$ cat src/rtl/uart_rx_ctrl.sv
// UART receive-side controller: re-phasable baud clock, receiver drain, byte FIFO.
// Optional sticky overrun flag enabled by defining UART_RX_CTRL_OVR_EN.
module uart_rx_ctrl #(
  parameter int WIDTH_DATA = 8,
  parameter int DIV        = 16,
  parameter int AW         = 2
) (
  input  logic                  i_clk,
  input  logic                  i_rst,
  output logic                  o_clk_rx,
  input  logic                  i_srst_clk,
  input  logic                  i_rx_rdy,
  input  logic [WIDTH_DATA-1:0] i_rx_data,
  output logic                  o_rx_re,
  output logic                  o_valid,
  output logic [WIDTH_DATA-1:0] o_data,
  input  logic                  i_ready,
  output logic [AW:0]           o_count,
  output logic                  o_full,
  output logic                  o_ovr,
  input  logic                  i_ovr_clr
);

  localparam int CW    = (DIV > 1) ? $clog2(DIV) : 1;
  localparam int NW    = AW + 1;
  localparam int DEPTH = 2 ** AW;
  localparam logic [CW-1:0] CNT_LAST = CW'(DIV - 1);
  localparam logic [CW-1:0] CNT_HALF = CW'(DIV / 2);
  localparam logic [NW-1:0] OCC_FULL = NW'(DEPTH);

  logic [CW-1:0]         cnt_q, cnt_d;
  logic                  clk_rx_q, clk_rx_d;
  logic                  re_q, re_d;
  logic [AW-1:0]         wp_q, wp_d, rp_q, rp_d;
  logic [NW-1:0]         count_q, count_d;
  logic                  valid_q, valid_d;
  logic                  full_q, full_d;
  logic [WIDTH_DATA-1:0] mem_q [DEPTH];
  logic                  push, pop, wr_en, drop;

  // Clock output is computed from the next count so it tracks cnt >= DIV/2 exactly.
  always_comb begin
    cnt_d = cnt_q + 1'b1;
    if (i_srst_clk) begin
      cnt_d = '0;
    end else if (cnt_q == CNT_LAST) begin
      cnt_d = '0;
    end
    clk_rx_d = (cnt_d >= CNT_HALF);
  end

  always_comb begin
    re_d  = i_rx_rdy && !re_q;
    push  = re_d;
    pop   = valid_q && i_ready;
    wr_en = push && (!full_q || pop);
    drop  = push && full_q && !pop;

    wp_d    = wp_q;
    rp_d    = rp_q;
    count_d = count_q;
    if (wr_en) wp_d = wp_q + 1'b1;
    if (pop)   rp_d = rp_q + 1'b1;
    if (wr_en && !pop) begin
      count_d = count_q + 1'b1;
    end else if (pop && !wr_en) begin
      count_d = count_q - 1'b1;
    end
    valid_d = (count_d != '0);
    full_d  = (count_d == OCC_FULL);
  end

  always_ff @(posedge i_clk or posedge i_rst) begin
    if (i_rst) begin
      cnt_q    <= '0;
      clk_rx_q <= 1'b0;
      re_q     <= 1'b0;
      wp_q     <= '0;
      rp_q     <= '0;
      count_q  <= '0;
      valid_q  <= 1'b0;
      full_q   <= 1'b0;
    end else begin
      cnt_q    <= cnt_d;
      clk_rx_q <= clk_rx_d;
      re_q     <= re_d;
      wp_q     <= wp_d;
      rp_q     <= rp_d;
      count_q  <= count_d;
      valid_q  <= valid_d;
      full_q   <= full_d;
    end
  end

  // Storage is deliberately left out of reset.
  always_ff @(posedge i_clk) begin
    if (wr_en) mem_q[wp_q] <= i_rx_data;
  end

  assign o_clk_rx = clk_rx_q;
  assign o_rx_re  = re_q;
  assign o_valid  = valid_q;
  assign o_data   = mem_q[rp_q];
  assign o_count  = count_q;
  assign o_full   = full_q;

`ifdef UART_RX_CTRL_OVR_EN
  logic ovr_q, ovr_d;

  always_comb begin
    ovr_d = ovr_q;
    if (drop) begin
      ovr_d = 1'b1;
    end else if (i_ovr_clr) begin
      ovr_d = 1'b0;
    end
  end

  always_ff @(posedge i_clk or posedge i_rst) begin
    if (i_rst) ovr_q <= 1'b0;
    else       ovr_q <= ovr_d;
  end

  assign o_ovr = ovr_q;
`else
  logic unused_ovr;
  assign unused_ovr = i_ovr_clr | drop;
  assign o_ovr      = 1'b0;
`endif

endmodule

$ cat config.mk
export PLATFORM = sky130hd
export DESIGN_NAME = uart_rx_ctrl
export DESIGN_NICKNAME = d
export VERILOG_FILES = /design/src/rtl/uart_rx_ctrl.sv
export SDC_FILE = /design/constraint.sdc
export NUM_CORES = 1
export LEC_CHECK = 0
export CORE_ASPECT_RATIO = 2
export CORE_MARGIN = 3
export CORE_UTILIZATION = 30
export DETAILED_ROUTE_END_ITERATION = 6
export PLACE_DENSITY = 0.56
export SLEW_MARGIN = 20
export SYNTH_ARGS = -nofsm -noshare
export SYNTH_HDL_FRONTEND = slang
export SYNTH_SLANG_ARGS = --single-unit
$ cat constraint.sdc
create_clock -name i_clk -period 1.84 [get_ports i_clk]
set_input_delay 0.276 -clock i_clk [delete_from_list [all_inputs] [get_ports i_clk]]
set_output_delay 0.276 -clock i_clk [all_outputs]
set_load 0.1 [all_outputs]
==> run metrics, run 1 <==
status=completed; die height=119.5 µm; Final min period=1.818 ns; Antenna Violating Nets Remaining=0; Placer Congestion=between 0.7 and 0.8; TritonCTS Buffers=5; Worst-Skew Late Latency=0.28 ns; via count=1,044; Final Hold Fails=0; Yosys cell types=31; Min-Delay Path Class=in2async; Arr. time, crit path=1.54 ns; most frequent cells in the layout=edfxtp_1 (32), buf_12 (15), clkdlybuf4s50_1 (12); GR peak layer=met2; Initial DRC Count=19; CTS tree=done; Die X-Extent=62.73 µm; Reg-to-Reg End=o_full$_DFF_PP0_; crit-path leading delay family=multiplexers; CTS H-tree depth=2; cells along the critical path=buf_12 -> mux4_2 -> buf_12; number of enable flip-flop cells after synthesis=32; row cnt=40; Period Utilization, post-route=98.82%; grt ovf=0; Worst path slowest cell=mux4_2; Area Growth Syn to Fin=37.65%; Synth Net Count=132; Yosys reg bits=47; Hold Slack=0.3562 ns; antenna violations before repair=0; CTS Buffer Depth=2; synth top area cells=edfxtp_1 (50%), dfrtp_1 (19%), mux4_2 (9.3%), ha_1 (4.5%), xnor2_1 (2.3%); # nets final=~170; Max Fanout on Critical Path=8; fin area=2658 µm²; clock sinks=47; Pre-antenna DRT Iters=4; R2R cell count=5; max incr delay on CP=~0.54 ns; CP Launch Type=register; final worst slack=0.02173 ns; die area=7493 µm²; most common cell after layout, fill and taps aside=edfxtp_1; IO Pins=30; Mapped Area=1931 µm²; largest net degree at the start of global routing=16; Slew Limit Headroom=61.15%; IO buf count=27; drt via density=4.424; final setup fails=0; core footprint=6106 µm²; Initial Util=roughly a third; f_max=0.5500 GHz; root buffer cell=clkbuf_16; worst slack, placed=-0.05069 ns; Synth top area share=49.77%; total track usage=9.883%; final wirelength=~3.4 mm; Post-Syn Instances=111; kind of critical path=reg2out; met1 Usage GRT=a little under a tenth; met3 GRT Util=around 2.7%; DP Area=2509 µm²; r2r setup slk=around 0.19 ns; final routed DRC violation total=0; Yosys top cell by area=edfxtp_1; Clock transition at path regs=0.06 ns; first-pass GRT wire length=5.616 mm; slew at the pin closest to its max-slew limit=a little under 0.6 ns; ys async rst share=31.91%; RSZ-0062 raised after global routing=true; Worst Path Buf+Inv=2; number of global-route vias before repair=1,141; number of max-cap violations=0; DP Cell Count=227; Warnings, synthesis=0; sequential fraction of the synthesis area=69.22%; count of final max-slew check failures=0; setup skew after layout=0.003807 ns; r2r startpoint=o_valid$_DFF_PP0_; syn avg cell area=17.39 µm²; CP required=about 1.6 ns; Post-synth top flop=edfxtp_1; share of post-route cells with drive strength above 1=34.21%; critical path's most frequent cell=buf_12; final std cells w/o fill=236; met2 Track Usage GR=between 10% and 20%; DP HPWL=between 2 and 3 mm; Setup crit end kind=output port; Ant. Diodes=0; routed length per instance=14.25 µm
==> metal layers <==
| metal | routed length (µm) | vias up |
|---|---|---|
| li1 | - | 492 |
| met1 | 1156 | 521 |
| met2 | 2009 | 25 |
| met3 | 133 | 6 |
| met4 | 62 | 0 |
| met5 | 0 | - |
==> area by class of cell <==
type,instances,area [µm²]
inverter,9,38.79
sequential,47,1345
timing repair buffer,36,488.0
tap,84,105.1
clock buffer,6,128.9
fill,580,3448
clock inverter,2,12.51
multi-input combinational,52,539.3
==> Yosys cell counts (2+ instances only) <==
master	count
edfxtp_1	32
dfrtp_1	15
mux4_2	8
ha_1	7
inv_1	6
xnor2_1	5
a21oi_1	4
and2_1	4
nand2_1	3
inv_2	2
nand3_1	2
nor2_1	2
nor3_1	2
o21ai_0	2
==> sequential cells by signal, summed over array words and instances (netlist names) <==
| signal | count |
|---|---|
| cnt_q | 4 |
| mem_q | 32 |
| o_clk_rx | 1 |
| o_count | 3 |
| o_full | 1 |
| o_rx_re | 1 |
| o_valid | 1 |
| rp_q | 2 |
| wp_q | 2 |
==> metrics by stage <==
step / TNS (ns) / utilization (%)
3_3_place_gp: 0 / 41.09
5_1_grt: -0.1712 / 43.52
3_5_place_dp: -0.1135 / 41.09
4_1_cts: 0 / 43.52
2_1_floorplan: 0 / -
6_report: 0 / 43.52
==> worst max-delay path by stage <==
| stage | cells after the start | end | from |
|---|---|---|---|
| floorplan | 5 | o_full$_DFF_PP0_ | o_count[0]$_DFF_PP0_ |
| global placement | 7 | o_full$_DFF_PP0_ | i_rx_rdy |
| detailed placement | 7 | o_full$_DFF_PP0_ | i_rx_rdy |
| CTS | 3 | o_data[5] | rp_q[0]$_DFFE_PP0P_ |
| global route | 3 | o_data[0] | rp_q[0]$_DFFE_PP0P_ |
| finish | 3 | o_data[2] | rp_q[0]$_DFFE_PP0P_ |
==> what timing repair did <==
action	CTS	global route
setup endpoints to repair	8	8
hold buffers	0	0
setup buffers	1	0
gates resized for setup	0	0
==> worst reg2reg max path, stage by stage, from the launching register on <==
cell	delay [ns]
dfrtp_4	0.50
and2_2	0.23
mux2i_2	0.27
xnor2_1	0.22
inv_2	0.07
nor4_2	0.26
==> cells by family (layout without fill, tap and decap cells) <==
| group | Yosys count | count (layout) | share of synthesized area, % |
|---|---|---|---|
| adders and majority gates | 7 | 7 | 4.536 |
| AOI/OAI and AO/OA | 11 | 11 | 4.602 |
| other | 1 | 1 | 0.1942 |
| buffers and inverters | 12 | 53 | 2.851 |
| and+or+nand+nor | 19 | 19 | 6.287 |
| DFF | 47 | 47 | 69.22 |
| muxes | 9 | 9 | 10.05 |
| xor gates and xnor gates | 5 | 5 | 2.268 |
Power of run 1 is not shown: default switching activity piles up to over one toggle a cycle in this logic, so the estimate is an artifact.
==> run 2: changes to the inputs <==
--- a/config.mk
+++ b/config.mk
@@ -5,6 +5,7 @@
 export SDC_FILE = /design/constraint.sdc
 export NUM_CORES = 1
 export LEC_CHECK = 0
+export CAP_MARGIN = 25
 export CORE_ASPECT_RATIO = 2
 export CORE_MARGIN = 3
 export CORE_UTILIZATION = 30
==> results of run 2 <==
Final layout, timing and power as in run 1 (identical DEF).
Power of run 2 is left out for the same reason.
